===== src/rtl/loader_pkg.sv =====
// Shared definitions for the instruction-memory loader: FSM encoding,
// length-header size and default parameter values.
package loader_pkg;

  localparam int unsigned DEF_ADDR_W    = 14;
  localparam int unsigned DEF_MAX_WORDS = 16384;
  localparam int unsigned DEF_TIMEOUT   = 1000000;

  // Bytes per 32-bit word; also the size of the length header.
  localparam int unsigned LEN_BYTES = 4;

  typedef enum logic [2:0] {
    ST_IDLE,
    ST_LEN,
    ST_DATA,
    ST_WRITE,
    ST_DONE,
    ST_ERR
  } state_t;

endpackage


===== src/rtl/byte_assembler.sv =====
// Shifts accepted bytes into a little-endian 32-bit word.
// Ports:
//   clk, rst      clock, synchronous active-low reset
//   clear         restart byte index at byte 0
//   accept        a byte is taken this cycle
//   data          byte value
//   word_c        word including the current byte (valid with last_c)
//   last_c        current accepted byte completes a word
module byte_assembler
  import loader_pkg::*;
(
  input  logic        clk,
  input  logic        rst,
  input  logic        clear,
  input  logic        accept,
  input  logic [7:0]  data,
  output logic [31:0] word_c,
  output logic        last_c
);

  localparam int unsigned IDX_W = $clog2(LEN_BYTES);
  localparam int unsigned SH_W  = 8 * (LEN_BYTES - 1);

  logic [IDX_W-1:0] idx;
  logic [SH_W-1:0]  shreg;

  // Newest byte lands in the top lane; earlier bytes drift down to bit 0.
  assign word_c = {data, shreg};
  assign last_c = accept && (idx == IDX_W'(LEN_BYTES - 1));

  always_ff @(posedge clk) begin
    if (!rst) begin
      idx   <= '0;
      shreg <= '0;
    end else if (clear) begin
      idx   <= '0;
    end else if (accept) begin
      idx   <= idx + IDX_W'(1);
      shreg <= word_c[31:8];
    end
  end

endmodule


===== src/rtl/imem_loader.sv =====
// Loads a length-prefixed little-endian program image from a byte stream
// into instruction memory while holding the core in reset.
// Ports:
//   clk, rst              clock, synchronous active-low reset
//   start                 begin a load (honoured in IDLE/DONE/ERR only)
//   rx_valid, rx_data     byte source
//   rx_ready              loader accepts a byte this cycle
//   mem_we/addr/wdata     instruction-memory write port
//   busy, done, err       load status
//   cpu_hold              keeps the fetch unit in reset
//   word_count            words written in the current load
module imem_loader
  import loader_pkg::*;
#(
  parameter int unsigned ADDR_W    = DEF_ADDR_W,
  parameter int unsigned MAX_WORDS = DEF_MAX_WORDS,
  parameter int unsigned TIMEOUT   = DEF_TIMEOUT
) (
  input  logic              clk,
  input  logic              rst,
  input  logic              start,
  input  logic              rx_valid,
  input  logic [7:0]        rx_data,
  output logic              rx_ready,
  output logic              mem_we,
  output logic [ADDR_W-1:0] mem_addr,
  output logic [31:0]       mem_wdata,
  output logic              busy,
  output logic              done,
  output logic              err,
  output logic              cpu_hold,
  output logic [ADDR_W:0]   word_count
);

  localparam int unsigned CNT_W = ADDR_W + 1;
  localparam int unsigned TO_W  = $clog2(TIMEOUT + 1);

  state_t            state, state_d;
  logic [CNT_W-1:0]  len_q, len_d, word_count_d;
  logic [TO_W-1:0]   tout_q, tout_d;
  logic [ADDR_W-1:0] mem_addr_d;
  logic [31:0]       mem_wdata_d;
  logic              rx_ready_d, mem_we_d, busy_d, done_d, err_d, cpu_hold_d;

  logic              accept_c, restart_c, last_c;
  logic [31:0]       word_c;

  assign accept_c  = rx_valid && rx_ready;
  assign restart_c = start && (state == ST_IDLE || state == ST_DONE || state == ST_ERR);

  byte_assembler u_asm (
    .clk    (clk),
    .rst    (rst),
    .clear  (restart_c),
    .accept (accept_c),
    .data   (rx_data),
    .word_c (word_c),
    .last_c (last_c)
  );

  // Next state and next values of all registered outputs.
  always_comb begin
    state_d      = state;
    len_d        = len_q;
    word_count_d = word_count;
    tout_d       = tout_q;
    mem_addr_d   = mem_addr;
    mem_wdata_d  = mem_wdata;

    case (state)
      ST_IDLE, ST_DONE, ST_ERR: begin
        if (start) begin
          state_d      = ST_LEN;
          word_count_d = '0;
          tout_d       = '0;
        end
      end
      ST_LEN, ST_DATA: begin
        tout_d = accept_c ? '0 : tout_q + TO_W'(1);
        if (!accept_c && tout_q == TO_W'(TIMEOUT - 1)) begin
          state_d = ST_ERR;
        end else if (last_c) begin
          if (state == ST_LEN) begin
            if (word_c == 32'd0)                 state_d = ST_DONE;
            else if (word_c > 32'(MAX_WORDS))    state_d = ST_ERR;
            else begin
              state_d = ST_DATA;
              len_d   = CNT_W'(word_c);
            end
          end else begin
            state_d     = ST_WRITE;
            mem_addr_d  = word_count[ADDR_W-1:0];
            mem_wdata_d = word_c;
          end
        end
      end
      ST_WRITE: begin
        word_count_d = word_count + CNT_W'(1);
        state_d      = (word_count_d == len_q) ? ST_DONE : ST_DATA;
      end
      default: state_d = ST_IDLE;
    endcase

    rx_ready_d = (state_d == ST_LEN) || (state_d == ST_DATA);
    mem_we_d   = (state_d == ST_WRITE);
    busy_d     = rx_ready_d || mem_we_d;
    done_d     = (state_d == ST_DONE);
    err_d      = (state_d == ST_ERR);
    cpu_hold_d = busy_d || err_d;
  end

  // State and output registers.
  always_ff @(posedge clk) begin
    if (!rst) begin
      state      <= ST_IDLE;
      len_q      <= '0;
      tout_q     <= '0;
      word_count <= '0;
      mem_addr   <= '0;
      mem_wdata  <= '0;
      rx_ready   <= 1'b0;
      mem_we     <= 1'b0;
      busy       <= 1'b0;
      done       <= 1'b0;
      err        <= 1'b0;
      cpu_hold   <= 1'b0;
    end else begin
      state      <= state_d;
      len_q      <= len_d;
      tout_q     <= tout_d;
      word_count <= word_count_d;
      mem_addr   <= mem_addr_d;
      mem_wdata  <= mem_wdata_d;
      rx_ready   <= rx_ready_d;
      mem_we     <= mem_we_d;
      busy       <= busy_d;
      done       <= done_d;
      err        <= err_d;
      cpu_hold   <= cpu_hold_d;
    end
  end

endmodule


===== config.mk =====
export PLATFORM = sky130hd
export DESIGN_NAME = imem_loader
export DESIGN_NICKNAME = d
export VERILOG_FILES = /design/src/rtl/loader_pkg.sv /design/src/rtl/byte_assembler.sv /design/src/rtl/imem_loader.sv
export SDC_FILE = /design/constraint.sdc
export NUM_CORES = 1
export LEC_CHECK = 0
export ABC_AREA = 1
export CAP_MARGIN = 20
export CORE_MARGIN = 2
export CORE_UTILIZATION = 49
export DETAILED_ROUTE_END_ITERATION = 7
export PLACE_DENSITY_LB_ADDON = 0.2
export SLEW_MARGIN = 20
export SYNTH_ARGS = -nofsm -noshare
export SYNTH_HDL_FRONTEND = slang
export SYNTH_SLANG_ARGS = --single-unit

===== constraint.sdc =====
create_clock -name clk -period 2 [get_ports clk]
set_clock_uncertainty 0.15 [all_clocks]
set_input_delay 0.4 -clock clk [delete_from_list [all_inputs] [get_ports clk]]
set_output_delay 0.4 -clock clk [all_outputs]
set_load 0.01 [all_outputs]

======== Yosys cells after proc, flatten, opt, wreduce, memory -nomap -nowiden ========
Cells that the tools add are included.
operators by class
  add/subtract/negate cells ............... 3
  magnitude comparators ................... 1
  equality and inequality tests ........... 14
  mux-type cells .......................... 13
  bitwise gates (word level) .............. 6
  reductions and logical operators ........ 22
operator list
  operator               number
  $mux 20                2
  $pmux 20 s2            1
  $gt 32x15->1 const B   1
  $logic_not 32->1       1
  $pmux 15 s2            1
  $mux 3                 7
  $add 20x1->20 const B  1
  $eq 20x20->1 const B   1
  $add 15x1->15 const B  1
  $eq 15x15->1           1
  $mux 15                1
  $eq 3x2->1 const B     4
  $eq 3x3->1 const B     4
  $pmux 3 s3             1
  $eq 3x1->1 const B     2
  $not 1->1              6
  $reduce_and 2->1       3
  $reduce_and 6->1       1
  $logic_or 1x1->1       5
  $logic_and 1x1->1      4
  $reduce_and 4->1       1
  $reduce_bool 2->1      2
  $reduce_or 2->1        2
  $logic_not 3->1        1
  5 further kinds        5
word-level totals
  flip-flop bits (word level) ............. 131
  input port bits ......................... 12
  logic and storage cells ................. 73

======== Logic depth before layout (Yosys ltp) ========
Gate-level depths: netlist of run 1.
  depth in word-level cells ............... 11
  depth in mapped cells ................... 16
  depth with buffers taken out ............ 16

======== Hierarchy ========
From an unflattened synthesis of run 1, not the netlist that was laid out.
second synthesis, totals
  cells, all modules ...................... 897
  area total of the unflattened synthesis .. 6192.2 um2
by module, submodules not included
  module          instances  cells each  area each (um2)
  imem_loader     1          721         4997.3
  byte_assembler  1          176         1194.9

======== Least setup slack after synthesis of run 1 ========
No wires, ideal clock.
  kind .................................... reg2reg
  start ................................... register word_count[0]
  end ..................................... register rx_ready
  setup time .............................. 0.127 ns
  arrival time ............................ 1.858 ns
  data required time ...................... 1.723 ns
  slack ................................... -0.135 ns
  stages on the path, launching flop included .. 17
  buffers on the path ..................... 0
  clock period less this slack ............ 2.135 ns
  cells stage by stage .................... dfxtp_1 > ha_1 > nand2_1 > nor2_2 > nand3_1 > nand2_1 > nand2_1 > nand2_1 > nand2_1 > nor2_1 > nand2_1 > nor2_2 > nand2_1 > nand2_1 > nand3_2 > nand2_1 > nor2_1
between the ends
  word-level cells in the longest chain between the ends .. 6
RTL lines
  element                                          RTL line            RTL
  start, declared                                  imem_loader.sv:32   output logic [ADDR_W:0] word_count
  start signal, assigned                           imem_loader.sv:131  word_count <= word_count_d;
  $add 15x1->15 *                                  imem_loader.sv:98   word_count_d = word_count + CNT_W'(1);
  $eq 15x15->1 *                                   imem_loader.sv:99   state_d = (word_count_d == len_q) ? ST_DONE : ST_DATA;
  $mux 3 *                                         imem_loader.sv:99
  $pmux 3 s3 *                                     imem_loader.sv:70   case (state)
  $eq 3x1->1 / $eq 3x2->1 (equally long branches)  imem_loader.sv:104  rx_ready_d = (state_d == ST_LEN) || (state_d == ST_DATA);
  $logic_or 1x1->1 *                               imem_loader.sv:104
  end signal, assigned                             imem_loader.sv:134  rx_ready <= rx_ready_d;
  end, declared                                    imem_loader.sv:24   output logic rx_ready,
Every way passes the cells marked *; elsewhere a longest branch is shown, timed or not.
A chain may end at the register's enable or synchronous reset.

======== Worst setup path after layout of run 1 ========
  start ................................... register word_count[1]
  end ..................................... register rx_ready
The elaborated chain is that of the path after synthesis.

==> flow_summary.json, run 1 <==
{
  "ys_ff_latch": 131,
  "antenna_found_initial": 0,
  "synth_top_family_by_area": "simple AND/OR/NAND/NOR gates",
  "relSlewSlack_pct": 71.8,
  "crit_path_frequent_cell": "nand2_2",
  "violations": "setup timing",
  "vdd_drop_max_mv": 0.506,
  "synth_fa_ha_area_share_pct": 0.662,
  "grt_overflow_total": 0,
  "final_cell_area_um2": 8350,
  "cts_tree": "done",
  "place.gp.congestion": 0.916,
  "synthFlopType": "dfxtp_1",
  "io_pins": 79,
  "via_per_inst": 5.46,
  "cp_max_fo": 5,
  "yosys.area_share.simple_pct": 25.6,
  "syn_area_um2": 5670,
  "synth.avg_cell_area_um2": 7.25,
  "yosys_warnings": 0,
  "r2r_slack_ns": -0.16,
  "rsz0062_at_grt": "true",
  "hold_ws_ns": 0.155,
  "drc": 0,
  "hold_depth": 3,
  "crit_start": "word_count[1]$_SDFFE_PN0P_",
  "yosysUniqueCellTypes": 37,
  "worst_setup_path_end_kind": "flop",
  "clk_path_buf_depth": 2,
  "leakage_nw": 3.54,
  "htree_levels": 4,
  "finalHoldViolCount": 0,
  "cts_sinks": 131,
  "synthArstFlopShare_pct": 0,
  "place_area_um2": 7240,
  "wl_per_cell_um": 14.9,
  "path_clk_slew_ns": 0.06,
  "timing.fmax_ghz": 0.464,
  "min_period_ns": 2.16,
  "insertion_delay_ns": 0.42,
  "path_cells": "ha_4, nand2_4, nor2_4, buf_4, nand2_2, nand2_2, nand3_1, a21oi_2, nand2_1, nor2_2, nand2_1, nand2_2, nand3_4, nand2_2, nor2_1",
  "hp-class": "in2reg",
  "drtIter0Drc": 479,
  "drv_cap": 0,
  "synth_xor_area_share_pct": 2.05,
  "dieArea_um2": 12500,
  "crit_family": "simple AND/OR/NAND/NOR gates",
  "vias": 6066,
  "holdCritStartpoint": "rx_data[4]",
  "reg2reg_depth": 15,
  "syn-num-nets": 797,
  "grt_max_degree": 82,
  "synth_cells": 782,
  "setup_viol": 7,
  "rows": 39,
  "finalWorstSetupSlack_ns": -0.157,
  "critPathMaxStageDelay_ns": 0.37,
  "core_area_um2": 11400,
  "grt_pass1_wl_um": 25900,
  "status": "finished, violations left",
  "cts_made_buffers": 17,
  "areaGrowthSynthToFinish_pct": 47.2,
  "grt_pass1_vias": 5530,
  "fin_crit_sh_pct": 108,
  "dr.pass1.iters": 5,
  "num-nets-final": 969,
  "dp_hpwl_um": 10600,
  "r2r_start": "word_count[1]$_SDFFE_PN0P_",
  "antennaDiodeCount": 0,
  "cp-start-kind": "flop",
  "drt_wl_total_um": 16500,
  "io_buffers": 78,
  "die_h_um": 112,
  "slew_viol_final": 0,
  "worstMarginPinSlew_ns": 0.423,
  "initial_core_util_pct": 49.9,
  "hold-path-endpoint": "mem_wdata[28]$_SDFFE_PN0P_",
  "layout-drive-gt1-share_pct": 23.9,
  "ys_seq_area_share_pct": 46.2,
  "synth-compound-area-share_pct": 18.5,
  "antenna_left": 0,
  "synthMuxAreaShare_pct": 0,
  "r2r-end": "rx_ready$_SDFF_PN0_",
  "dp_slack_ns": -0.299,
  "worstSetupPathType": "reg2reg",
  "root_buffer": "clkbuf_16",
  "die_w_um": 112,
  "crit_buf_inv": 1,
  "critPathSlowestCell": "dfxtp_4",
  "synth_edf_count": 0,
  "fillCellCount": 842,
  "crit_required_ns": 2.16,
  "crit_arrival_ns": 2.32,
  "powerDensity_nw_per_um2": 721,
  "grt_usage_pct": 25.5
}
==> worst max path at each step <==
stage	to	slack (ns)	cells past startpoint
after floorplan	rx_ready$_SDFF_PN0_	0.006	16
after global placement	mem_wdata[21]$_SDFFE_PN0P_	-0.25	10
after detailed placement	rx_ready$_SDFF_PN0_	-0.30	12
after CTS	cpu_hold$_SDFF_PN0_	-0.08	16
after global routing	busy$_SDFF_PN0_	-0.31	16
final	rx_ready$_SDFF_PN0_	-0.16	15
==> worst min-delay path: stages <==
cell and delay, ns:
dlymetal6s2s_1 0.13, nor2_1 0.07, nor2_1 0.08
==> per-layer routing <==
layer	GRT usage (%)	share of wire, %	vias to the layer above
met5	0	0	-
met4	10.5	2.0	0
met3	5.28	5.8	33
met2	43.3	50	209
met1	31.6	43	2871
li1	-	-	2953
==> final cells by class <==
| type | instances | area, µm² | share of cell area (%) |
|---|---|---|---|
| Timing Repair Buffer | 188 | 1790 | 21.4 |
| Inverter | 68 | 255 | 3.06 |
| Sequential cell | 131 | 2650 | 31.8 |
| Multi-Input combinational cell | 548 | 2890 | 34.7 |
| Clock buffer | 19 | 443 | 5.31 |
| Clock inverter | 13 | 135 | 1.62 |
| Tap cell | 143 | 179 | 2.14 |
==> cells in the mapped netlist, types with 2 or more instances <==
cell type	n	area (µm²)
a211oi_1	16	120
a21oi_1	82	410
a221oi_1	2	17.5
buf_1	3	11.3
buf_2	6	30.0
clkbuf_1	25	93.8
dfxtp_1	131	2620
ha_1	3	37.5
inv_1	66	248
nand2_1	132	495
nand3_1	41	205
nand3b_1	4	30.0
nand4_1	17	106
nor2_1	121	454
nor2_2	6	37.5
nor3_1	11	55.1
nor3_2	3	30.0
nor4_1	2	12.5
o21ai_0	87	435
xnor2_1	2	17.5
xor2_1	6	52.6
==> flip-flops by register name (all words and copies together) (netlist names) <==
| signal | flops |
|---|---|
| u_asm.shreg | 24 |
| mem_we | 1 |
| tout_q | 20 |
| u_asm.idx | 2 |
| word_count | 15 |
| state | 3 |
| err | 1 |
| mem_wdata | 32 |
| busy | 1 |
| mem_addr | 14 |
| rx_ready | 1 |
| len_q | 15 |
| done | 1 |
| cpu_hold | 1 |
==> layout by cell type, fill, tap and decap left out, types with 3 or more instances in the layout <==
cell             Yosys  final
nand3_2              1      8
clkinv_2             0      4
dfxtp_4              0      5
dlymetal6s2s_1       0     13
buf_4                1     96
nand3_1             41     33
clkbuf_16            0     19
nand2_4              0      3
dfxtp_1            131    117
nand3b_1             4      4
buf_12               0      9
dlygate4sd2_1        0      3
a21oi_1             82     80
nand2_2              0     12
inv_1               66     54
nand2_1            132    117
nor3_1              11      9
clkdlybuf4s50_1      0     61
clkinvlp_4           0      5
inv_2                1     13
dfxtp_2              0      9
nand4_1             17     17
o21ai_0             87     86
buf_6                0      3
xor2_1               6      6
nor2_2               6     18
nor2_1             121    103
nor3_2               3      3
nor2_4               0      6
a211oi_1            16     15
==> report_power, final <==
group | switching [W] | internal (W) | total, W
Sequential | 0.0000211 | 0.00263 | 0.00266
Clock | 0.00116 | 0.00186 | 0.00302
Combinational | 0.000204 | 0.000139 | 0.000343
Total | 0.00139 | 0.00463 | 0.00602
==> logic make-up (layout without fill, tap and decap cells) <==
family                     after synthesis  in the layout
buffers and inverters                  103            288
adders and majority gates                3              3
DFF                                    131            131
and+or+nand+nor                        340            340
AOI/OAI and AO/OA                      195            195
xor gates and xnor gates                10             10
==> metrics by stage <==
step	TNS (ns)	utilization (%)	total power (W)	instances
floorplan	0	-	0.00288	782
global placement	-14.46	63.7	0.00302	1051
detailed placement	-19.54	63.7	0.00302	1051
CTS	-0.344	70.3	0.00602	1088
global route	-2.27	73.4	0.00620	1110
finish	-0.751	73.4	0.00602	1110
==> what timing repair did <==
| action | CTS | global route |
|---|---|---|
| buffers inserted | 6 | 20 |
| resized for setup | 47 | 61 |
| hold buffers | 0 | 0 |
| cloned | 0 | 2 |
| endpoints found under the setup margin | 17 | 47 |
| pin swaps | 22 | 28 |
Note: power is estimated with default switching activity, not from simulation.
==> run 2: changes to the inputs <==
- ABC_CLOCK_PERIOD_IN_PS: not set -> 2000
==> results of run 2 <==
Final layout, timing and power as in run 1 (identical DEF).
